<file path="config.mk">
export PLATFORM = sky130hd
export DESIGN_NAME = my_fir_flat
export DESIGN_NICKNAME = d
export VERILOG_FILES = /design/src/rtl/my_fir_pkg.sv /design/src/rtl/my_fir_if.sv /design/src/rtl/my_fir_coeff_rom.sv /design/src/rtl/my_fir.sv /design/src/flat_wrapper.sv
export SDC_FILE = /design/constraint.sdc
export NUM_CORES = 1
export LEC_CHECK = 0
export BUFFER_PORTS_ARGS = -buffer_cell sky130_fd_sc_hd__buf_4
export CORE_MARGIN = 1.5
export CORE_UTILIZATION = 45
export CTS_CLUSTER_SIZE = 25
export DETAILED_ROUTE_END_ITERATION = 7
export PLACE_DENSITY = 0.6
export SLEW_MARGIN = 40
export SYNTH_ARGS = -nofsm -noshare
export SYNTH_HDL_FRONTEND = slang
export SYNTH_SLANG_ARGS = --single-unit
</file>
<file path="constraint.sdc">
create_clock -name clk -period 15.41 [get_ports clk]
set_input_delay 1.541 -clock clk [delete_from_list [all_inputs] [get_ports clk]]
set_output_delay 1.541 -clock clk [all_outputs]
set_load 0.05 [all_outputs]
</file>
<file path="src/rtl/my_fir_pkg.sv">
// Shared types and sizing helpers for the time-multiplexed FIR filter.
package my_fir_pkg;

    typedef enum logic [1:0] {
        IDLE  = 2'd0,
        SHIFT = 2'd1,
        MAC   = 2'd2,
        DONE  = 2'd3
    } fir_state_e;

    localparam int DEF_INPUT_WIDTH  = 16;
    localparam int DEF_OUTPUT_WIDTH = 38;
    localparam int DEF_FIR_SIZE     = 64;

    // Smallest accumulator width that cannot overflow for the given sample width and tap count.
    function automatic int min_output_width(input int in_w, input int taps);
        return 2 * in_w + $clog2(taps);
    endfunction

endpackage

</file>
<file path="src/rtl/my_fir_if.sv">
// Sample-in / result-out signal bundle between the sample source, the FIR and the consumer.
interface my_fir_if #(
    parameter int InputWidth  = 16,
    parameter int OutputWidth = 38
);
    // inputValid is a one-cycle strobe qualifying FIR_input; there is no ready, so a strobe
    // arriving while the filter is busy is dropped. outputValid is a one-cycle strobe
    // qualifying FIR_output, which then holds until the next result.
    logic                          inputValid;
    logic signed [InputWidth-1:0]  FIR_input;
    logic                          outputValid;
    logic signed [OutputWidth-1:0] FIR_output;

    modport master (
        output inputValid,
        output FIR_input,
        input  outputValid,
        input  FIR_output
    );

    modport slave (
        input  inputValid,
        input  FIR_input,
        output outputValid,
        output FIR_output
    );
endinterface

</file>
<file path="src/rtl/my_fir_coeff_rom.sv">
// Read-only coefficient store with a registered read port; c[0] sits in the low bits of INIT.
module my_fir_coeff_rom #(
    parameter int                     DEPTH  = 64,
    parameter int                     WIDTH  = 16,
    parameter int                     ADDR_W = 6,
    parameter logic [DEPTH*WIDTH-1:0] INIT   = '0
) (
    input  logic                    clk,
    input  logic                    rst,
    input  logic [ADDR_W-1:0]       addr_i,
    output logic signed [WIDTH-1:0] data_o
);

    logic [WIDTH-1:0]        rom [DEPTH];
    logic signed [WIDTH-1:0] data_q;

    for (genvar k = 0; k < DEPTH; k++) begin : g_rom
        assign rom[k] = INIT[k*WIDTH +: WIDTH];
    end

    always_ff @(posedge clk or negedge rst) begin
        if (!rst) begin
            data_q <= '0;
        end else begin
            data_q <= rom[addr_i];
        end
    end

    assign data_o = data_q;

endmodule

</file>
<file path="src/rtl/my_fir.sv">
// Direct-form FIR: each accepted sample shifts the delay line, then one MAC per clock
// over all taps, and the sum is presented with a one-cycle outputValid strobe.
module my_fir
    import my_fir_pkg::*;
#(
    parameter int                               InputWidth  = DEF_INPUT_WIDTH,
    parameter int                               OutputWidth = DEF_OUTPUT_WIDTH,
    parameter int                               FIR_size    = DEF_FIR_SIZE,
    parameter logic [FIR_size*InputWidth-1:0]   COEFF_INIT  = '0
) (
    input  logic       clk,
    input  logic       rst,
    my_fir_if.slave    bus,
    output fir_state_e state_o
);

    localparam int               IDX_W    = (FIR_size > 1) ? $clog2(FIR_size) : 1;
    localparam int               PROD_W   = 2 * InputWidth;
    localparam logic [IDX_W-1:0] LAST_IDX = IDX_W'(FIR_size - 1);

    if (OutputWidth < min_output_width(InputWidth, FIR_size)) begin : g_width_check
        $error("my_fir: OutputWidth too small for InputWidth and FIR_size");
    end

    fir_state_e                    state_q;
    logic [IDX_W-1:0]              idx_q;
    logic signed [InputWidth-1:0]  x_q [FIR_size];
    logic signed [OutputWidth-1:0] acc_q;
    logic signed [OutputWidth-1:0] out_q;
    logic                          valid_q;

    logic [IDX_W-1:0]              rom_addr;
    logic signed [InputWidth-1:0]  coef;
    logic signed [PROD_W-1:0]      prod;
    logic signed [OutputWidth-1:0] prod_ext;

    // The ROM read is registered, so it is addressed one tap ahead of the MAC;
    // during SHIFT it fetches c[0] for the first MAC cycle.
    assign rom_addr = (state_q == MAC) ? idx_q + IDX_W'(1) : idx_q;

    my_fir_coeff_rom #(
        .DEPTH  (FIR_size),
        .WIDTH  (InputWidth),
        .ADDR_W (IDX_W),
        .INIT   (COEFF_INIT)
    ) u_coeff_rom (
        .clk    (clk),
        .rst    (rst),
        .addr_i (rom_addr),
        .data_o (coef)
    );

    assign prod     = coef * x_q[idx_q];
    assign prod_ext = {{(OutputWidth-PROD_W){prod[PROD_W-1]}}, prod};

    always_ff @(posedge clk or negedge rst) begin
        if (!rst) begin
            state_q <= IDLE;
            idx_q   <= '0;
            acc_q   <= '0;
            out_q   <= '0;
            valid_q <= 1'b0;
            for (int k = 0; k < FIR_size; k++) begin
                x_q[k] <= '0;
            end
        end else begin
            valid_q <= 1'b0;
            case (state_q)
                IDLE: begin
                    if (bus.inputValid) begin
                        x_q[0] <= bus.FIR_input;
                        for (int k = 1; k < FIR_size; k++) begin
                            x_q[k] <= x_q[k-1];
                        end
                        acc_q   <= '0;
                        idx_q   <= '0;
                        state_q <= SHIFT;
                    end
                end
                SHIFT: begin
                    state_q <= MAC;
                end
                MAC: begin
                    acc_q <= acc_q + prod_ext;
                    if (idx_q == LAST_IDX) begin
                        idx_q   <= '0;
                        state_q <= DONE;
                    end else begin
                        idx_q <= idx_q + IDX_W'(1);
                    end
                end
                DONE: begin
                    out_q   <= acc_q;
                    valid_q <= 1'b1;
                    state_q <= IDLE;
                end
                default: begin
                    state_q <= IDLE;
                end
            endcase
        end
    end

    assign bus.outputValid = valid_q;
    assign bus.FIR_output  = out_q;
    assign state_o         = state_q;

endmodule

</file>
<file path="src/flat_wrapper.sv">
// flat-port wrapper written by rule: the top's interface ports become plain ports
module my_fir_flat import my_fir_pkg::*;
#(
    parameter int                               InputWidth  = DEF_INPUT_WIDTH,
    parameter int                               OutputWidth = DEF_OUTPUT_WIDTH,
    parameter int                               FIR_size    = DEF_FIR_SIZE,
    parameter logic [FIR_size*InputWidth-1:0]   COEFF_INIT  = '0
)
  (clk, rst, state_o, bus_inputValid, bus_FIR_input, bus_outputValid, bus_FIR_output);
  my_fir_if #(.InputWidth(InputWidth), .OutputWidth(OutputWidth)) bus_i ();
  input  logic clk;
  input  logic rst;
  output fir_state_e state_o;
  input wire logic [$bits(bus_i.inputValid)-1:0] bus_inputValid;
  input wire logic [$bits(bus_i.FIR_input)-1:0] bus_FIR_input;
  output wire logic [$bits(bus_i.outputValid)-1:0] bus_outputValid;
  output wire logic [$bits(bus_i.FIR_output)-1:0] bus_FIR_output;
  assign bus_i.inputValid = bus_inputValid;
  assign bus_i.FIR_input = bus_FIR_input;
  assign bus_outputValid = bus_i.outputValid;
  assign bus_FIR_output = bus_i.FIR_output;
  my_fir #(.InputWidth(InputWidth), .OutputWidth(OutputWidth), .FIR_size(FIR_size), .COEFF_INIT(COEFF_INIT)) u_core (.clk(clk), .rst(rst), .bus(bus_i), .state_o(state_o));
endmodule
</file>
### Word-level counts from Yosys, hierarchy flattened

Memory sizes are Yosys's and may differ from the RTL's. A register that Yosys moved wholly into a read port is not among the register bits.
Cells that the tools add are included.

| word-level totals | value |
|---|---|
| bits in read-only memories | 1024 |
| memories kept | 1 |
| register bits after elaboration | 1109 |
| input port bits | 19 |

Memories:

| name | words | bits a word | rd ports | clocked after Yosys merged registers in | wr ports | line | source |
|---|---|---|---|---|---|---|---|
| (name not given) | 64 | 16 | 1 | 1 | 0 | my_fir_coeff_rom.sv:25 | `data_q <= rom[addr_i];` |

| cells by class | value |
|---|---|
| muxes and demuxes | 13 |
| $add $sub $neg | 2 |
| eq/ne operators | 6 |
| multiply operators | 1 |
| bitwise logic cells | 2 |
| reductions and logical operators | 6 |
| order comparisons | 1 |

Operators by type and width:

| cell | number |
|---|---|
| $bmux 16 s6 | 1 |
| $pmux 38 s2 | 1 |
| $add 38x32->38 | 1 |
| $mux 38 | 1 |
| $mul 16x16->32 | 1 |
| $mux 16 | 2 |
| $mux 6 | 3 |
| $not 6->7 | 2 |
| $pmux 6 s2 | 1 |
| $pmux 2 s4 | 1 |
| $ge 7x7->1 const B | 1 |
| $add 6x1->6 const B | 1 |
| $eq 6x6->1 const B | 1 |
| $reduce_and 2->1 | 3 |
| $eq 2x2->1 const B | 2 |
| $mux 2 | 2 |
| $ne 2x2->1 const B | 2 |
| $eq 2x1->1 const B | 1 |
| $logic_not 2->1 | 1 |
| $reduce_bool 2->1 | 1 |
| $logic_not 1->1 | 1 |
| $mux 1 | 1 |

### Depth between registers and ports, before layout

| logic depth | value |
|---|---|
| depth in word-level cells | 7 |
| depth in mapped cells | 22 |
| gate-level depth less buffers | 20 |

### By module

Synthesis repeated with hierarchy kept, for this count alone.

| second synthesis, totals | value |
|---|---|
| cells, all modules | 6713 |
| area, all modules | 61775.5 µm² |

Modules (own cells, without submodules):

| module | times used | cells each | area each (µm²) |
|---|---|---|---|
| my_fir | 1 | 6696 | 61651.6 |
| my_fir_coeff_rom | 1 | 17 | 123.9 |

### Least setup slack after synthesis

OpenSTA, ideal clock, no wires.

| path | value |
|---|---|
| kind | reg2reg |
| start point | reg u_core.idx_q[1] |
| end point | reg u_core.acc_q[37] |
| stages on the path, launching flop included | 23 |
| arrival | 5.431 ns |
| slack | 9.848 ns |
| required time | 15.280 ns |
| buffers on the path | 2 |
| cell sequence | dfrtp_1 -> buf_2 -> buf_2 -> mux4_1 -> a22oi_1 -> a21oi_1 -> o21ai_2 -> o221ai_2 -> and2_1 -> ha_1 -> ha_1 -> ha_1 -> ha_1 -> ha_1 -> fa_1 -> a211o_1 -> a2111oi_0 -> o21a_1 -> o41a_1 -> a21oi_2 -> a31o_1 -> xnor2_1 -> o21ai_1 |

| on the way | value |
|---|---|
| cells in the longest elaborated chain, start to end | 7 |

RTL lines:

| what | line | source |
|---|---|---|
| from (decl) | my_fir.sv:26 | `logic [IDX_W-1:0] idx_q;` |
| from (signal assigned) | my_fir.sv:89 | `idx_q <= idx_q + IDX_W'(1);` |
| $not 6->7 (implied by the code) | my_fir.sv:53 | `assign prod = coef * x_q[idx_q];` |
| $bmux 16 s6 | my_fir.sv:53 |  |
| $mux 16 (implied by the code) (2 in a row) | my_fir.sv:53 |  |
| $mul 16x16->32 | my_fir.sv:53 |  |
| $add 38x32->38 | my_fir.sv:84 | `acc_q <= acc_q + prod_ext;` |
| $pmux 38 s2 | my_fir.sv:68 | `case (state_q)` |
| to (signal assigned) | my_fir.sv:84 |  |
| to (decl) | my_fir.sv:28 | `logic signed [OutputWidth-1:0] acc_q;` |

Every way passes these cells. The select of a mux whose other input is x is not followed.
A chain may end at the register's enable or synchronous reset.

### Final worst setup path

| path | value |
|---|---|
| start point | reg u_core.idx_q[0] |
| end point | reg u_core.acc_q[37] |

The elaborated chain is that of the path after synthesis.

==> run_results.csv <==
group,metric,value,unit
grt,grt_start_max_net_pins,67,
synthesis,synthesis.area,6690,sq um
clock_tree,cts_sinks,119,
place,dp_hpwl,8130,um
grt,grt_pass1_vias,4392,
sta,hold_viol,0,
finish,nets,651,
synthesis,synth-seq-cells,119,
route,topRoutingLayerUsed,"met4",
sta,finalSetupTns,0,ns
synthesis,synth_ff_type,"dfrtp_1",
die,rows,44,
worst_setup_path,r2r_start,"u_core.idx_q[0]",
clock_tree,cts_resized,0,
worst_setup_path,timing.rr.end,"u_core.acc_q[37]",
sta,fin_crit,6.18,ns
sta,period_share,40.1,%
die,top_level_ports,60,
sta,relSlewSlack,47.0,%
synthesis,async_reset_ff_share,100,%
finish,antenna_cells,0,
place,gp_congestion,0.750,
worst_setup_path,reg2reg_depth,21,
synthesis,yosysSeqAreaShare,44.5,%
die,dieHeight,125,um
clock_tree,cts_max_level,4,
clock_tree,clock_latency,0.42,ns
route,firstDrtPassIters,4,
worst_hold_path,worstHoldPathType,"flop to flop",
synthesis,yosysWarnings,0,
route,vias,4164,
grt,grt_overflow,0,
clock_tree,numCtsBuffers,17,
worst_setup_path,crit_required,15.68,ns
outcome,outcome,"completed",
clock_tree,cts.clk_slew.worst_paths,0.05,ns
synthesis,synth_cell_types,53,
job,maxCapViolCount,0,
sta,fmax,0.162,GHz
route,post_drt_wl_per_cell,15.9,um
sta,worst_pin_slew,0.795,ns
clock_tree,root_buffer,"clkbuf_16",
worst_setup_path,rrSetupSlack,9.23,ns
route,wirelength,12000,um
finish,final_area,7610,sq um
route,wl_met1,5830,um
clock_tree,cts_tree,"built",
route,wl_met3,342,um
synthesis,synthCells,533,
finish,instances_no_fill,759,
route,drt-vias-per-instance,5.49,
route,wl_met2,5600,um
route,drt_iter0_markers,201,
finish,nFillCells,1259,
finish,area_growth,13.9,%
sta,worst_slack,9.23,ns
worst_hold_path,hold_end,"u_core.x_q[15]",
worst_setup_path,cp-start-kind,"flop",
worst_setup_path,critPathArrivalTime,6.45,ns
synthesis,synth_enable_flop_cells,0,
die,dieArea,15600,sq um
sta,finalMaxSlewViolations,0,
clock_tree,cts_buffer_depth,2,
worst_hold_path,whs_path_depth,1,
grt,grt_usage,17.1,%
place,portBuffers,29,
route,final_antenna_net_count,0,
sta,setup_violations,0,
synthesis,syn_avg_cell_area,12.5,sq um
worst_setup_path,cp-end-kind,"flop",
die,core,14500,sq um
clock_tree,ctsHoldBuffers,0,
die,die_w,125,um
worst_hold_path,worstHoldStart,"u_core.x_q[15]",
grt,grt_pass1_wl,21500,um
place,dp_cells,728,
die,initial_utilization,46.0,%
finish,drive_above_1_share,29.4,%
place,pre_cts_slack,9.22,ns
grt,antenna_found_initial,0,
place,dpl_cell_area,7020,sq um
sta,fin_skew,0.00522,ns
worst_setup_path,crit_type,"flop to flop",
sta,rsz0062_at_grt,"false",
clock_tree,postCtsSetupRepairBufs,0,
worst_setup_path,crit_path_max_fanout,24,
route,drc,0,
-- cell usage in the layout, fill, tap and decap left out, types with 4 or more instances in the layout --
cell type,count
dfrtp_1,117
mux2_2,88
ha_1,66
nand2_1,32
buf_4,32
o21ai_0,22
clkbuf_16,17
conb_1,15
a21oi_1,13
nor2_1,12
xnor2_1,11
mux4_2,9
nand3_1,8
a22o_1,8
o21ai_1,8
inv_1,8
xor2_1,8
a22oi_1,7
a21o_1,7
nor2b_1,6
mux2i_1,6
mux4_1,5
nand2b_1,5
o21bai_1,5
clkbuf_1,5
o21a_1,4
a211oi_1,4
bufinv_16,4
-- Yosys cell counts, types with 2 or more instances --
master	count	area share, %
nor2_1	12	0.67
buf_2	3	0.22
ha_1	67	13
o21a_1	4	0.45
nor2b_1	6	0.56
inv_1	8	0.45
nand3_1	8	0.60
mux2i_1	6	0.90
o21ai_0	22	1.6
o31ai_1	3	0.34
buf_1	2	0.11
a21oi_1	13	0.97
mux4_1	5	2.0
mux2_2	88	15
nand2_1	33	1.9
or3_1	2	0.19
a211oi_1	4	0.45
xnor2_1	11	1.4
xor2_1	8	1.0
mux4_2	9	3.0
fa_1	2	0.60
a21o_1	7	0.79
clkbuf_1	14	0.79
dfrtp_1	119	45
nor3_1	2	0.15
and2_1	3	0.28
o21ai_1	9	0.67
a211o_1	2	0.26
a22o_1	8	1.0
buf_4	15	1.7
o21bai_1	5	0.56
a22oi_1	7	0.79
nand2b_1	5	0.47
a21oi_2	2	0.26
-- sequential cells by signal, indices dropped and copies added, names as in the netlist --
signal and count:
u_core.bus.FIR_output 23, u_core.acc_q 23, u_core.bus.outputValid 1, u_core.idx_q 6, u_core.x_q 64, u_core.state_o 2
-- metrics by stage --
step / hold slack [ns] / utilization, %
final: 0.501 / 52.4
after global routing: 0.531 / 52.4
after CTS: 0.505 / 52.4
after detailed placement: 0.494 / 48.3
after global placement: 0.481 / 48.2
after floorplan: 0.471 / -
-- cell type report --
type | count | area (sq um) | share of cell area [%]
clock buffers | 22 | 444 | 5.83
flip-flops and latches | 119 | 2980 | 39.1
multi-input cells | 384 | 3530 | 46.3
well taps | 184 | 230 | 3.02
clock inverters | 9 | 151 | 1.99
inverters | 8 | 30.0 | 0.394
repair buffers | 33 | 251 | 3.30
-- worst max-delay path by stage --
stage	from	to	slack (ns)	depth (start not counted)
finish	u_core.idx_q[0]	u_core.acc_q[37]	9.23	21
global route	u_core.idx_q[0]	u_core.acc_q[37]	8.72	21
CTS	u_core.idx_q[0]	u_core.acc_q[37]	9.19	21
detailed placement	u_core.idx_q[0]	u_core.acc_q[37]	9.22	21
global placement	u_core.idx_q[0]	u_core.acc_q[37]	8.90	21
floorplan	u_core.idx_q[1]	u_core.acc_q[37]	9.85	22
-- critical path: stages (launching register included) --
cell	delay [ns]
dfrtp_2	0.71
mux4_1	0.68
a22oi_1	0.21
a21oi_1	0.10
o21ai_2	0.14
o221ai_2	0.09
buf_4	0.26
and2_1	0.20
ha_1	0.17
ha_1	0.27
ha_1	0.28
ha_1	0.29
ha_1	0.24
fa_1	0.43
a211o_1	0.34
a2111oi_0	0.58
o21a_1	0.27
o41a_1	0.22
a21oi_2	0.08
a31o_1	0.24
xnor2_1	0.13
o21ai_1	0.07
-- per-layer routing --
| layer | global-route usage [%] | up-vias |
|---|---|---|
| li1 | - | 2005 |
| met5 | 0 | - |
| met2 | 27.2 | 62 |
| met1 | 22.6 | 2073 |
| met4 | 7.49 | 0 |
| met3 | 3.78 | 24 |
-- cell families (layout without fill, tap and decap cells) --
family,Yosys count,in the layout,share of synthesized area (%)
AO/OA/AOI/OAI,99,99,10.2
XOR/XNOR,20,20,2.73
adder cells (fa/ha/maj),69,69,13.1
buffers and inverters,44,72,3.65
flip-flops,119,119,44.5
multiplexers,108,108,20.7
other,1,15,0.0561
AND/OR/NAND/NOR,73,73,4.96
Power is not shown: default switching activity piles up to over one toggle a cycle in this logic, so the estimate is an artifact.
